$ cat config.mk
export PLATFORM = sky130hd
export DESIGN_NAME = ballot_controller
export DESIGN_NICKNAME = d
export VERILOG_FILES = /design/src/rtl/ballot_pkg.sv /design/src/rtl/ballot_controller_debounce.sv /design/src/rtl/ballot_controller.sv
export SDC_FILE = /design/constraint.sdc
export NUM_CORES = 1
export LEC_CHECK = 0
export ABC_AREA = 1
export ABC_CLOCK_PERIOD_IN_PS = 5700
export CELL_PAD_IN_SITES_DETAIL_PLACEMENT = 1
export CELL_PAD_IN_SITES_GLOBAL_PLACEMENT = 1
export CORE_MARGIN = 5
export CORE_UTILIZATION = 49
export CTS_CLUSTER_DIAMETER = 100
export DETAILED_ROUTE_END_ITERATION = 10
export PLACE_DENSITY = 0.95
export RECOVER_POWER = 25
export SLEW_MARGIN = 20
export SYNTH_ARGS = -nofsm -noshare
export SYNTH_HDL_FRONTEND = slang
export SYNTH_SLANG_ARGS = --single-unit
export TNS_END_PERCENT = 50
$ cat constraint.sdc
create_clock -name clk -period 5.7 [get_ports clk]
set_clock_uncertainty 0.05 [all_clocks]
set_input_delay 1.14 -clock clk [delete_from_list [all_inputs] [get_ports clk]]
set_output_delay 1.14 -clock clk [all_outputs]
set_load 0.01 [all_outputs]
$ cat src/rtl/ballot_pkg.sv
// ballot_pkg: shared types and constants for the ballot controller.
//   state_t    - session FSM states
//   DEF_*      - default parameter values for ballot_controller
//   MAX_CAND   - largest supported candidate count
//   countones  - number of set bits, used to detect multi-press cycles
package ballot_pkg;

   typedef enum logic [1:0] {
      IDLE,
      ARMED,
      LOCK,
      RESULT
   } state_t;

   localparam int unsigned DEF_NUM_CAND   = 4;
   localparam int unsigned DEF_CNT_W      = 8;
   localparam int unsigned DEF_DEB_CYCLES = 16;
   localparam int unsigned MAX_CAND       = 16;

   function automatic int unsigned countones(input logic [MAX_CAND-1:0] v);
      int unsigned n;
      n = 0;
      for (int unsigned i = 0; i < MAX_CAND; i++) begin
         if (v[i]) n++;
      end
      return n;
   endfunction

endpackage

$ cat src/rtl/ballot_controller_debounce.sv
// btn_debounce: one candidate button channel.
//   clk, rst   - clock, asynchronous active-low reset
//   btn_raw    - raw button, asynchronous to clk
//   level      - debounced level
//   press      - one-cycle pulse on a rising edge of level
// The synchronised button must differ from level for DEB_CYCLES consecutive
// cycles before level follows it; any agreeing cycle restarts the count.
module btn_debounce
   import ballot_pkg::*;
#(
   parameter int unsigned DEB_CYCLES = DEF_DEB_CYCLES
) (
   input  logic clk,
   input  logic rst,
   input  logic btn_raw,
   output logic level,
   output logic press
);

   localparam int unsigned CW = $clog2(DEB_CYCLES);

   logic          sync1_q, sync1_d;
   logic          sync2_q, sync2_d;
   logic          level_q, level_d;
   logic          press_q, press_d;
   logic [CW-1:0] cnt_q,   cnt_d;

   always_comb begin
      sync1_d = btn_raw;
      sync2_d = sync1_q;
      level_d = level_q;
      press_d = 1'b0;
      cnt_d   = '0;
      if (sync2_q != level_q) begin
         // Last of DEB_CYCLES differing cycles: commit the new level.
         if (cnt_q == CW'(DEB_CYCLES - 1)) begin
            level_d = sync2_q;
            press_d = sync2_q;
         end else begin
            cnt_d = cnt_q + 1'b1;
         end
      end
   end

   always_ff @(posedge clk or negedge rst) begin
      if (!rst) begin
         sync1_q <= 1'b0;
         sync2_q <= 1'b0;
         level_q <= 1'b0;
         press_q <= 1'b0;
         cnt_q   <= '0;
      end else begin
         sync1_q <= sync1_d;
         sync2_q <= sync2_d;
         level_q <= level_d;
         press_q <= press_d;
         cnt_q   <= cnt_d;
      end
   end

   assign level = level_q;
   assign press = press_q;

endmodule

$ cat src/rtl/ballot_controller.sv
// ballot_controller: debounced candidate inputs, one-vote-per-ballot session
// FSM, saturating vote counters, display mux and sequential winner/tie scan.
//   clk, rst      - clock, asynchronous active-low reset
//   mode          - 0 voting, 1 result display (synchronised)
//   arm           - officer arm, acts on rising edge (synchronised)
//   cand_btn      - raw candidate buttons
//   disp_sel      - candidate shown on count_out (1-cycle registered)
//   armed         - ballot open
//   vote_ack/rej  - one-cycle accept / multi-press reject pulses
//   count_out     - count of disp_sel, 0 when disp_sel >= NUM_CAND
//   sat           - per-candidate saturated flags
//   winner, tie   - scan result, valid while result_valid
module ballot_controller
   import ballot_pkg::*;
#(
   parameter int unsigned NUM_CAND   = DEF_NUM_CAND,
   parameter int unsigned CNT_W      = DEF_CNT_W,
   parameter int unsigned DEB_CYCLES = DEF_DEB_CYCLES,
   parameter int unsigned IDX_W      = $clog2(NUM_CAND)
) (
   input  logic                clk,
   input  logic                rst,
   input  logic                mode,
   input  logic                arm,
   input  logic [NUM_CAND-1:0] cand_btn,
   input  logic [IDX_W-1:0]    disp_sel,
   output logic                armed,
   output logic                vote_ack,
   output logic                vote_rej,
   output logic [CNT_W-1:0]    count_out,
   output logic [NUM_CAND-1:0] sat,
   output logic [IDX_W-1:0]    winner,
   output logic                tie,
   output logic                result_valid
);

   logic [NUM_CAND-1:0] level;
   logic [NUM_CAND-1:0] press;

   for (genvar g = 0; g < NUM_CAND; g++) begin : g_btn
      btn_debounce #(
         .DEB_CYCLES(DEB_CYCLES)
      ) u_deb (
         .clk    (clk),
         .rst    (rst),
         .btn_raw(cand_btn[g]),
         .level  (level[g]),
         .press  (press[g])
      );
   end

   logic mode_s1_q, mode_s1_d, mode_s2_q, mode_s2_d;
   logic arm_s1_q,  arm_s1_d,  arm_s2_q,  arm_s2_d;
   logic arm_prev_q, arm_prev_d;
   logic arm_rise;

   state_t                state_q, state_d;
   logic [CNT_W-1:0]      cnt_q [NUM_CAND];
   logic [CNT_W-1:0]      cnt_d [NUM_CAND];
   logic                  ack_q, ack_d;
   logic                  rej_q, rej_d;
   logic [CNT_W-1:0]      count_out_q, count_out_d;
   int unsigned           press_cnt;

   logic                  scanning_q, scanning_d;
   logic [IDX_W-1:0]      idx_q, idx_d;
   logic [CNT_W-1:0]      max_q, max_d;
   logic [IDX_W-1:0]      winner_q, winner_d;
   logic                  tie_q, tie_d;
   logic                  valid_q, valid_d;

   always_comb begin
      mode_s1_d  = mode;
      mode_s2_d  = mode_s1_q;
      arm_s1_d   = arm;
      arm_s2_d   = arm_s1_q;
      arm_prev_d = arm_s2_q;
   end

   assign arm_rise = arm_s2_q & ~arm_prev_q;

   // Session FSM and counters
   always_comb begin
      state_d   = state_q;
      cnt_d     = cnt_q;
      ack_d     = 1'b0;
      rej_d     = 1'b0;
      press_cnt = countones(MAX_CAND'(press));
      if (mode_s2_q) begin
         state_d = RESULT;
      end else begin
         case (state_q)
            IDLE: begin
               if (arm_rise) state_d = ARMED;
            end
            ARMED: begin
               if (press_cnt == 1) begin
                  ack_d   = 1'b1;
                  state_d = LOCK;
                  for (int unsigned i = 0; i < NUM_CAND; i++) begin
                     if (press[i] && (cnt_q[i] != '1)) cnt_d[i] = cnt_q[i] + 1'b1;
                  end
               end else if (press_cnt > 1) begin
                  rej_d = 1'b1;
               end
            end
            LOCK: begin
               if (level == '0) state_d = IDLE;
            end
            RESULT: begin
               state_d = IDLE;
            end
            default: state_d = IDLE;
         endcase
      end
   end

   // Winner scan: one index per cycle after entering RESULT. max starts at 0
   // so an all-zero tally ends with winner 0 and tie set.
   always_comb begin
      scanning_d = scanning_q;
      idx_d      = idx_q;
      max_d      = max_q;
      winner_d   = winner_q;
      tie_d      = tie_q;
      valid_d    = valid_q;
      if ((state_q != RESULT) && (state_d == RESULT)) begin
         scanning_d = 1'b1;
         idx_d      = '0;
         max_d      = '0;
         winner_d   = '0;
         tie_d      = 1'b0;
         valid_d    = 1'b0;
      end else if ((state_q == RESULT) && (state_d != RESULT)) begin
         scanning_d = 1'b0;
         valid_d    = 1'b0;
      end else if (scanning_q) begin
         if (cnt_q[idx_q] > max_q) begin
            max_d    = cnt_q[idx_q];
            winner_d = idx_q;
            tie_d    = 1'b0;
         end else if (cnt_q[idx_q] == max_q) begin
            tie_d = 1'b1;
         end
         if (idx_q == IDX_W'(NUM_CAND - 1)) begin
            scanning_d = 1'b0;
            valid_d    = 1'b1;
         end else begin
            idx_d = idx_q + 1'b1;
         end
      end
   end

   always_comb begin
      count_out_d = '0;
      if (32'(disp_sel) < NUM_CAND) count_out_d = cnt_q[disp_sel];
   end

   always_comb begin
      sat = '0;
      for (int unsigned i = 0; i < NUM_CAND; i++) sat[i] = (cnt_q[i] == '1);
   end

   always_ff @(posedge clk or negedge rst) begin
      if (!rst) begin
         mode_s1_q   <= 1'b0;
         mode_s2_q   <= 1'b0;
         arm_s1_q    <= 1'b0;
         arm_s2_q    <= 1'b0;
         arm_prev_q  <= 1'b0;
         state_q     <= IDLE;
         for (int unsigned i = 0; i < NUM_CAND; i++) cnt_q[i] <= '0;
         ack_q       <= 1'b0;
         rej_q       <= 1'b0;
         count_out_q <= '0;
         scanning_q  <= 1'b0;
         idx_q       <= '0;
         max_q       <= '0;
         winner_q    <= '0;
         tie_q       <= 1'b0;
         valid_q     <= 1'b0;
      end else begin
         mode_s1_q   <= mode_s1_d;
         mode_s2_q   <= mode_s2_d;
         arm_s1_q    <= arm_s1_d;
         arm_s2_q    <= arm_s2_d;
         arm_prev_q  <= arm_prev_d;
         state_q     <= state_d;
         for (int unsigned i = 0; i < NUM_CAND; i++) cnt_q[i] <= cnt_d[i];
         ack_q       <= ack_d;
         rej_q       <= rej_d;
         count_out_q <= count_out_d;
         scanning_q  <= scanning_d;
         idx_q       <= idx_d;
         max_q       <= max_d;
         winner_q    <= winner_d;
         tie_q       <= tie_d;
         valid_q     <= valid_d;
      end
   end

   assign armed        = (state_q == ARMED);
   assign vote_ack     = ack_q;
   assign vote_rej     = rej_q;
   assign count_out    = count_out_q;
   assign winner       = winner_q;
   assign tie          = tie_q;
   assign result_valid = valid_q;

endmodule

==> run metrics, run 1 <==
status finished, violations left; failing checks capacitance limit, slew limit; Yosys warning count 0; dpl hpwl 10300 µm; WL final 13300 µm; worst r2r src idx_q[0]$_DFFE_PN0P_; RSZ-0062 raised after global routing no; postcts setup bufs 0; final worst slack 2.28 ns; Vias/cell approximately 5.5; Final Hold Violating Endpoints 0; drc violations 0; kind of end point of the critical path primary output; Non-Filler Instances 771; CP Max Fanout 6; Peak VDD IR 0.000159 V; flop2flop setup slack 2.73 ns; Leak 0.00273 µW; Async S/R FF share, synth 1.00; n_diodes 0; multi-input combinational cell area 2360 µm²; drt first pass iters 4; Mapped Nets 641; EDFF count, synth 0; Netlist cell types 32; Hold-fix buffers, CTS 0; CTS resizes 0; Routed Antenna Nets 0; CTS Buf Count 9; Die Area 12500 µm²; Port-buffer cells 28; gr ovfl total 0; Worst Tran Pin Value ~2.1 ns; CTS Sinks 96; Mean Syn Cell Area around 8.4 µm²; Fill cells 1233; all-layer global routing usage 0.227; Post-synth top flop dfrtp_1; hold path depth 0; top cells by area, synth dfrtp_1, nand2_1, nand3_1, ha_1, nor2_1; wire per inst 17.3 µm; most common cell after layout, fill and taps aside nand2_1; post-synthesis sequential area ratio 0.473; worst min-delay path endpoint g_btn[1].u_deb.sync2_q$_DFF_PN0_; CTS tree yes; first-pass GRT wire length between 20000 and 25000 µm; # rows 37; initial core utilization 0.496; commonest cells after routing, fill and taps aside nand2_1, dfrtp_1, nand3_1, nor2_1, inv_1; Final Power 1740 µW; period utilisation layout 0.599; CTS root buf clkbuf_8; WP data required about 4.5 ns; Worst Hold Class flop to flop; initial antenna violation count 0; Yosys top cell by area dfrtp_1; Slew Viols, Final 40; Die Span Y approximately 110 µm; FF+latch area 2400 µm²; Reg-to-Reg End max_q[7]$_DFFE_PN0P_; P per Cell Area 309 nW/µm²; Period minus WS final 3.42 ns; Layout Utilization 0.552; Max-Cap Viols 1; area share of the largest cell type after synthesis 0.473; largest net degree at the start of global routing 59; Syn Inst Count 607; hold path start g_btn[1].u_deb.sync1_q$_DFF_PN0_; Rel. slew slack -0.403; WS Path Type flop to primary output; Horiz. Die Dim between 100 and 150 µm; placed insts about 760; critical path launch point type flop; Final setup viols 0; Max Fclk roughly 0.3 GHz; Cell Area, Synth 5080 µm²; worst skew pair latency 0.38 ns; RePlAce Congestion around 0.9; synthesized flop and latch total 96; Max clock buf depth 2; via count 4220; vias in the first global route 4681; worst slack at placement 2.68 ns; CP arrival 2.23 ns; Initial DRC Count 193; layout cells sized above 1 0.0646; IO Pins 29; core area around 10000 µm²; area growth from synthesis to layout 11.1%; number of H-tree levels 3; clock slew at reported path FFs 0.10 ns; Fin Setup TNS 0 ns; Nets ~660; reg2reg path depth 16
## worst max-delay path, cell delays in order, from the launching register on
cell and delay [ns]:
dfrtp_1 0.50, ha_1 0.24, nand3_1 0.17, nor3_2 0.33
clkdlybuf4s50_1 0.61
## worst max-delay path by stage
stage                         startpoint                        to  slack (ns)  depth (start not counted)
floorplan           cnt_q[8]$_DFFE_PN0P_                    sat[2]        3.45                          3
CTS                 cnt_q[8]$_DFFE_PN0P_                    sat[2]        2.27                          4
detailed placement  cnt_q[8]$_DFFE_PN0P_                    sat[2]        2.68                          4
global route                         rst  result_valid$_DFFE_PN0P_        2.08                          2
global placement    cnt_q[8]$_DFFE_PN0P_                    sat[2]        2.72                          4
finish              cnt_q[9]$_DFFE_PN0P_                    sat[2]        2.28                          4
## metrics by stage
stage,area (µm²),hold slack [ns]
2_1_floorplan,5080,0.281
3_3_place_gp,5440,0.282
3_5_place_dp,5440,0.288
4_1_cts,5650,0.313
5_1_grt,5640,0.314
6_report,5640,0.308
## cell usage after synthesis (2+ instances only)
cell and count:
nand2_1 145, dfrtp_1 96, nand3_1 62, nor2_1 52, inv_1 46, a21oi_1 34
o21ai_0 27, ha_1 24, xor2_1 22, clkbuf_1 11, o21ai_1 10, xnor2_1 10
inv_2 9, clkinv_1 6, nand2_2 6, nor3_1 6, o22ai_1 6, nand3b_1 5
or2_1 5, nand4_1 4, buf_2 3, buf_6 3, nor3_4 3, o211ai_1 3
nor3_2 2
## registers in the layout (all words and copies together), names as in the netlist
signal               cells
tie                      1
scanning_q               1
count_out                8
result_valid             1
g_btn.u_deb.cnt_q       16
vote_rej                 1
g_btn.u_deb.sync2_q      4
arm_prev_q               1
mode_s1_q                1
mode_s2_q                1
max_q                    8
arm_prev_d               1
g_btn.u_deb.press        4
g_btn.u_deb.sync1_q      4
vote_ack                 1
arm_s1_q                 1
cnt_q                   32
winner                   2
state_q                  2
g_btn.u_deb.level        4
idx_q                    2
## where the power goes
part	internal, µW	switching [µW]	leakage (µW)
combinational	177	327	0.00135
sequential	729	40.0	0.00127
clock	209	261	0.000105
## final cells by class
class,instances,area share
clock buffer,9,0.0220
clock inverter,7,0.0140
inverter,61,0.0406
multi-input combinational,433,0.418
sequential,96,0.426
tap,136,0.0302
timing repair buffer,29,0.0499
## metal layers
metal | share of wire | track usage | vias to the layer above
met5 | 0 | 0 | -
met4 | 0.022 | 0.0722 | 0
met3 | 0.035 | 0.0457 | 27
met2 | 0.53 | 0.414 | 93
met1 | 0.41 | 0.268 | 2082
li1 | - | - | 2018
## cells by family after synthesis
| group | count (synthesis) | share of synthesized area |
|---|---|---|
| adders and majority gates | 24 | 0.0591 |
| xor gates and xnor gates | 32 | 0.0552 |
| and+or+nand+nor | 293 | 0.262 |
| DFF | 96 | 0.473 |
| buffers and inverters | 78 | 0.0628 |
| AOI/OAI and AO/OA | 84 | 0.0880 |
Power figures use the tool's default switching activity.
==> inputs of run 2 (changes only) <==
--- a/config.mk
+++ b/config.mk
@@ -6,14 +6,14 @@
 export NUM_CORES = 1
 export LEC_CHECK = 0
 export ABC_AREA = 1
-export ABC_CLOCK_PERIOD_IN_PS = 5700
+export ABC_CLOCK_PERIOD_IN_PS = 3190
 export CELL_PAD_IN_SITES_DETAIL_PLACEMENT = 1
 export CELL_PAD_IN_SITES_GLOBAL_PLACEMENT = 1
 export CORE_MARGIN = 5
-export CORE_UTILIZATION = 49
+export CORE_UTILIZATION = 45
 export CTS_CLUSTER_DIAMETER = 100
 export DETAILED_ROUTE_END_ITERATION = 10
-export PLACE_DENSITY = 0.95
+export PLACE_DENSITY = 0.89
 export RECOVER_POWER = 25
 export SLEW_MARGIN = 20
 export SYNTH_ARGS = -nofsm -noshare
==> constraint.sdc (replaced) <==
create_clock -name clk -period 3.19 [get_ports clk]
set_clock_uncertainty 0.05 [all_clocks]
set_input_delay 0.638 -clock clk [delete_from_list [all_inputs] [get_ports clk]]
set_output_delay 0.638 -clock clk [all_outputs]
set_load 0.01 [all_outputs]
==> run 2 against run 1 <==
Effect of this change:
- the flow still finishes with violations (capacitance limit, slew limit)
- sequential power increased by 79%
- first-iteration DRC count decreased by 17%
- register-to-register slack got worse by 2.4 ns
- via count increased by 1.0%
- final cell count increased by 0.91%
- global-route usage decreased by 0.69 points
- critical endpoint is now winner[0]$_DFFE_PN0P_
==> run metrics, run 2 (synthesis gave the netlist of run 1 again) <==
Worst Tran Pin Value 1.65 ns (-0.456 ns); number of H-tree levels 3 (unchanged); drt first pass iters 4 (unchanged); most common cell after layout, fill and taps aside nand2_1; CP cell instances inv_2 -> o21ai_0 -> nand2_1 -> ha_1 -> nand2_1 -> nor2_1 -> nand4_1 -> nand2_1 -> nand2_1 -> nand2_2 -> nand2_1 -> nand2_1; Worst Setup SP idx_q[0]$_DFFE_PN0P_; Die Span Y 116 µm (+4.0%); WL final 13500 µm (+1.3%); gr ovfl total 0 (unchanged); CP max-delay cell dfrtp_1; Worst setup endpoint winner[0]$_DFFE_PN0P_; hold path depth 0 (unchanged); CTS root buf clkbuf_16; Port-buffer cells 28 (unchanged); first-pass GRT wire length 23000 µm (about the same); core area 10900 µm² (+6.9%); worst r2r src idx_q[0]$_DFFE_PN0P_; Worst Hold Class flop to flop; layout cells sized above 1 0.0705 (+0.00597); commonest cells after routing, fill and taps aside nand2_1, dfrtp_1, nand3_1, nor2_1, inv_1; Levels on crit path 12 (+8); Max-Cap Viols 1 (unchanged); Largest regs cnt_q x32, g_btn.u_deb.cnt_q x16; failing checks capacitance limit, slew limit; Final setup viols 0 (unchanged); Die Area 13500 µm² (+8.1%); Nets 667 (+0.45%); Max clock buf depth 2 (unchanged); delay-heaviest family, CP simple AND/OR/NAND/NOR gates; Rel. slew slack -0.0991 (+0.304); cell with the most instances on the worst path nand2_1; period utilisation layout 0.900; Vias/cell 5.48 (+0.11%); CTS Sinks 96 (unchanged); Final Hold Violating Endpoints 0 (unchanged); flop2flop setup slack 0.32 ns (-2.41 ns); all-layer global routing usage 0.221 (-0.00691); WP data required 3.43 ns (-1.08 ns); critical path launch point type flop; CP arrival 3.11 ns (+0.88 ns); Routed Antenna Nets 0 (unchanged); Horiz. Die Dim 116 µm (+4.0%); Leak 0.00279 µW (+2.1%); Slew Viols, Final 32 (-20%); Initial DRC Count 161 (-17%); clock slew at reported path FFs 0.07 ns (-0.03 ns); WS Path Type flop to flop; drc violations 0 (unchanged); status finished, violations left; dpl hpwl 9780 µm (-4.8%); vias in the first global route 4599 (-1.8%); initial core utilization 0.464 (-0.0320); P per Cell Area 593 nW/µm² (+92%); via count 4263 (+1.0%); worst skew pair latency 0.36 ns (-0.02 ns); CTS Buf Count 9 (unchanged); initial antenna violation count 0 (unchanged); wire per inst 17.4 µm (+0.42%); largest net degree at the start of global routing 67 (+14%); max reg flops 32 (unchanged); Non-Filler Instances 778 (+0.91%); Peak VDD IR 0.000363 V (+130%); Max Fclk roughly 0.35 GHz; crit-path max cell delay 0.54 ns (-0.07 ns); CP Max Fanout 25 (+19); WP buf/inv 1 (unchanged); WHS 0.301 ns (-0.00662 ns); IO Pins 29 (unchanged); Fin Setup TNS 0 ns (unchanged); placed insts 762 (+0.93%); kind of end point of the critical path flop; largest reg by FF count cnt_q; Period minus WS final 2.87 ns; area growth from synthesis to layout 13.8%; reg2reg path depth 12 (-4); Reg-to-Reg End winner[0]$_DFFE_PN0P_; RSZ-0062 raised after global routing no; RePlAce Congestion 0.897 (-2.2%); # rows 38 (+2.7%); CTS tree yes; n_diodes 0 (unchanged)
==> run 2: cell count changes in the layout (fill, tap and decap cells not counted), sizes merged <==
cell / before / now
dlygate4sd3: 0 / 6
clkbuf: 10 / 11
clkinv: 9 / 7
buf: 1 / 3
clkdlybuf4s50: 27 / 21
clkinvlp: 0 / 2
==> run 2: timing repair <==
action / 4_1_cts / 5_1_grt
hold buffers: 0 / 0
hold endpoints to repair: 0 / 0
setup buffers: 0 / 0
setup endpoints to repair: 0 / 10
gates resized for setup: 0 / 1
==> run 2: power breakdown <==
part           switching [µW]  total [µW]  internal, µW
clock                     514        1140           623
sequential               73.1        1380          1300
combinational             591         914           322
total                    1180        3430          2250
==> run 2: worst min-delay path by stage <==
stage	startpoint	endpoint	slack (ns)
after global routing	mode_s1_q$_DFF_PN0_	mode_s2_q$_DFF_PN0_	0.31
after floorplan	arm_s1_q$_DFF_PN0_	arm_prev_d$_DFF_PN0_	0.28
after CTS	rst	cnt_q[13]$_DFFE_PN0P_	0.17
final	g_btn[3].u_deb.sync1_q$_DFF_PN0_	g_btn[3].u_deb.sync2_q$_DFF_PN0_	0.30
after global placement	g_btn[2].u_deb.sync1_q$_DFF_PN0_	g_btn[2].u_deb.sync2_q$_DFF_PN0_	0.28
after detailed placement	g_btn[1].u_deb.sync1_q$_DFF_PN0_	g_btn[1].u_deb.sync2_q$_DFF_PN0_	0.29
==> run 2: per-layer routing <==
| layer | global-route usage | share of wire |
|---|---|---|
| met1 | 0.263 | 0.40 |
| met2 | 0.392 | 0.52 |
| met3 | 0.0363 | 0.043 |
| met4 | 0.0951 | 0.030 |
| met5 | 0 | 0 |
==> run 2: layout make-up <==
type                       instances  area, µm²
multi-input combinational        433       2360
timing repair buffer              32        304
inverter                          61        229
tap                              140        175
fill                            1337       5150
sequential                        96       2400
clock buffer                       9        225
clock inverter                     7       85.1
==> run 2: per-stage QoR <==
step	setup WS (ns)	utilization	total power, µW	instance area, µm²
finish	0.319	0.529	3430	5780
global route	0.0485	0.529	3660	5780
CTS	0.285	0.530	3450	5790
detailed placement	0.333	0.501	2290	5480
global placement	0.584	0.501	2210	5480
floorplan	0.975	-	2020	5080
==> edit 1 (config.mk and constraints of run 2) <==
The 4 states of `state_t` get a Gray code encoding in 2 bits.
--- a/src/rtl/ballot_pkg.sv
+++ b/src/rtl/ballot_pkg.sv
@@ -6,10 +6,10 @@
 package ballot_pkg;
 
    typedef enum logic [1:0] {
-      IDLE,
-      ARMED,
-      LOCK,
-      RESULT
+      IDLE   = 2'b00,
+      ARMED  = 2'b01,
+      LOCK   = 2'b11,
+      RESULT = 2'b10
    } state_t;
 
    localparam int unsigned DEF_NUM_CAND   = 4;
Check against the original RTL: no difference found for any inputs over 10 cycles, from zero or initial values and one cycle with rst low; not proved beyond that.
==> edit 1 against run 2 <==
The run still ends with capacitance limit, slew limit left. Wire length fell by 2.0%. Cell area up 1.9%. Sequential cell count unchanged. Combinational power up 1%. Power up 0.49%. Synthesized area up 2.0%. Global-route usage decreased by 1.9 points. First-iteration DRC count grew 5.0%. Utilization down 1.0 points. Register-to-register slack lost 0.02 ns. Worst setup slack got worse by 0.046 ns. Critical path depth decreased by 6. Synthesized cell count down 1.5%.
==> edit 1: results <==
{
  "status": "finished, violations left",
  "violations": "capacitance limit, slew limit",
  "num-fill-cells": 1364,
  "die_x_um": 117.3,
  "yosys-top-cells-count": "114 x nand2_1, 96 x dfrtp_1, 80 x inv_1",
  "wl_met3_um": 467,
  "arrival_ns": 2.23,
  "p_per_area_mw_per_mm2": 584.4,
  "maxCapViolCount": 1,
  "bufAreaShareNonClock_pct": 5.308,
  "slew_violations": 65,
  "use_met1_pct": 23.08,
  "grtUsageMet3_pct": 3.176,
  "seq_share_pct": 40.79,
  "place_ws_ns": 0.1316,
  "ys_types": 31,
  "p_int_mw": 2.262,
  "power_frac_clock_pct": 32.6,
  "postPlaceCellArea_mm2": 0.005574,
  "dr.first_iter.drc_count": 169,
  "synthAdderAreaFrac_pct": 5.796,
  "grtUsageMet2_pct": 35.54,
  "synth_compound_area_share_pct": 13.67,
  "power_leakage_nw": 2.621,
  "dpl.cell_count": 757,
  "signal_buffers": 33
}
## edit 1: cells by family after synthesis
logic type                 after synthesis
xor gates and xnor gates                35
buffers and inverters                   98
adders and majority gates               24
AOI/OAI and AO/OA                      115
and+or+nand+nor                        230
DFF                                     96
## edit 1: final timing paths
path                                 startpoint  slack [ns]  cells after the start                      to
min in group asynchronous                   rst        0.66                      1  count_out[1]$_DFF_PN0_
hold reg to reg              arm_s1_q$_DFF_PN0_        0.30                      0    arm_prev_d$_DFF_PN0_
setup reg to reg           idx_q[1]$_DFFE_PN0P_        0.30                     13    max_q[5]$_DFFE_PN0P_
setup / recovery           cnt_q[1]$_DFFE_PN0P_        0.27                      6                  sat[3]
max in group asynchronous                   rst        1.33                      1    idx_q[0]$_DFFE_PN0P_
hold / removal               arm_s1_q$_DFF_PN0_        0.30                      0    arm_prev_d$_DFF_PN0_
==> edit 2 (settings of run 2) <==
Without the edit above. `DEF_CNT_W`: 8 -> 12.
--- a/src/rtl/ballot_pkg.sv
+++ b/src/rtl/ballot_pkg.sv
@@ -13,7 +13,7 @@
    } state_t;
 
    localparam int unsigned DEF_NUM_CAND   = 4;
-   localparam int unsigned DEF_CNT_W      = 8;
+   localparam int unsigned DEF_CNT_W      = 12;
    localparam int unsigned DEF_DEB_CYCLES = 16;
    localparam int unsigned MAX_CAND       = 16;
 
Ports: changed (resized count_out); port bits go from 29 to 33. No check against the original RTL was run, so the function may have changed too.
==> edit 2 against run 2 <==
The run still ends with capacitance limit, slew limit left. Highest routed layer unchanged. Register-to-register slack improved by 0.02 ns. Synthesized area increased by 33%. Sequential cell count increased by 24. Worst setup slack worse by 0.16 ns. Power up 47%. Cell area grew 36%. Via count is 43% higher. Cell count grew 39%. Wire length is 49% higher. Utilization rose by 0.87 points. Die area rose by 30%. Fmax shrank 5.2%. Critical path type is now flip-flop to output pin.
==> edit 2: results <==
{
  "clkLatencyLatePin_ns": 0.43,
  "ys_seq_area_share_pct": 44.57,
  "synth_edf_count": 0,
  "firstDrtPassIters": 4,
  "post-cts-setup-buffer-count": 0,
  "grt_pass1_wl_mm": 33.40,
  "status": "finished, violations left",
  "antenna_cells": 0,
  "synth_nets": 895,
  "yosysTopAreaCellShare_pct": 44.57,
  "synth_warnings": 0,
  "cts-root-buf": "clkbuf_16",
  "power_leakage_nw": 3.761,
  "cts.clk_slew.worst_paths_ns": 0.06,
  "grt_pass1_vias": 6382,
  "portBuffers": 32,
  "async_flop_share_pct": 100.0,
  "synth_ff_type": "dfrtp_1",
  "htree_num_levels": 4,
  "cts-buffers-inserted": 17,
  "reg.largest.list": "cnt_q: 48 flops, g_btn.u_deb.cnt_q: 16 flops",
  "routed_via_density": 5.628,
  "hold_path.class": "flip-flop to flip-flop",
  "yosys-top-cells-count": "211 x nand2_1, 120 x dfrtp_1, 96 x nand3_1",
  "arrival_ns": 2.34,
  "place.gp.congestion": 0.8882,
  "track_usage_pct": 23.85,
  "hp-start": "mode_s1_q$_DFF_PN0_",
  "r2r_cells": 15,
  "dr.first_iter.drc_count": 434,
  "slew_violations": 45,
  "dp_hpwl_mm": 14.12,
  "synth.area.top_cells": "dfrtp_1 45%, nand2_1 12%, nand3_1 7.1%",
  "drive_above_1_share_pct": 8.361,
  "rrSetupSlack_ns": 0.34,
  "layout.nets": 924,
  "grt_antenna_before_repair": 0,
  "violations": "capacitance limit, slew limit",
  "grt_max_degree": 51,
  "crit_fanout": 6,
  "r2r-end": "max_q[4]$_DFFE_PN0P_",
  "ys_types": 33,
  "r2r-start": "idx_q[0]$_DFFE_PN0P_",
  "min_path_cells": 0,
  "maxCapViolCount": 1,
  "overflow": 0,
  "ir_drop_uv": 436.8,
  "routedWlPerCell_um": 18.69,
  "cts_max_path_buffers": 2,
  "holdPathEnd": "mode_s2_q$_DFF_PN0_",
  "slew_headroom_pct": -69.21
}
## edit 2: worst max-delay path by stage
stage,start,cells after the start,slack [ns],to
after floorplan,idx_q[0]$_DFFE_PN0P_,18,0.65,winner[0]$_DFFE_PN0P_
after global placement,idx_q[1]$_DFFE_PN0P_,14,0.43,max_q[9]$_DFFE_PN0P_
after detailed placement,idx_q[1]$_DFFE_PN0P_,14,0.31,winner[0]$_DFFE_PN0P_
after CTS,cnt_q[1]$_DFFE_PN0P_,6,0.002,sat[3]
after global routing,cnt_q[12]$_DFFE_PN0P_,6,0.02,sat[2]
final,cnt_q[1]$_DFFE_PN0P_,6,0.16,sat[3]
## edit 2: repair_timing
action,4_1_cts,5_1_grt
hold endpoints to repair,0,0
endpoints found under the setup margin,0,9
gates resized for setup,0,6
## edit 2: cell families (layout without fill, tap and decap cells)
group	Yosys count	after routing	share of synthesized area, %
buf+inv	124	163	7.762
simple gates	418	418	26.91
fa+ha+maj	27	27	5.014
compound gates	119	119	9.248
xor+xnor	50	50	6.500
flops	120	120	44.57
## edit 2: per-layer routing
| layer | up-vias | wire length, um | share of wire [%] | GRT usage [%] |
|---|---|---|---|---|
| li1 | 2823 | - | - | - |
| met1 | 3054 | 8146 | 40 | 28.44 |
| met2 | 170 | 10610 | 53 | 42.51 |
| met3 | 37 | 1017 | 5.0 | 5.267 |
| met4 | 0 | 429 | 2.1 | 7.805 |
| met5 | - | 0 | 0 | 0 |
## edit 2: final cells by class
cell class	instances	area, um2
fill	1770	6750
multi-input combinational	614	3217
sequential	120	3007
timing repair buffer	50	474.2
clock buffer	20	466.7
inverter	84	319.1
tap	184	230.2
clock inverter	9	125.1
## edit 2: per-stage QoR
| stage | util, % | instance area, um2 | setup slack, ns | cells | hold WS, ns |
|---|---|---|---|---|---|
| after detailed placement | 49.61 | 7238 | 0.3101 | 1052 | 0.2864 |
| after CTS | 53.67 | 7830 | 0.001935 | 1081 | 0.1803 |
| after global routing | 53.73 | 7839 | 0.01926 | 1081 | 0.2990 |
| after global placement | 49.61 | 7238 | 0.4267 | 1052 | 0.2821 |
| after floorplan | - | 6738 | 0.6476 | 858 | 0.2812 |
| final | 53.73 | 7839 | 0.1602 | 1081 | 0.2960 |
## edit 2: where the power goes
group          leakage, nW  switching (mW)  internal, mW
Clock                0.289           0.688          1.27
Combinational         1.87           0.884         0.491
Sequential            1.60          0.0611          1.63
Total                 3.76            1.63          3.39
## edit 2: critical path, stage by stage, from the launching register on
cell,delay [ns]
dfrtp_2,0.44
ha_1,0.23
nand3_1,0.15
nor2_2,0.17
nand3_1,0.14
nor2_2,0.21
clkdlybuf4s50_1,0.57
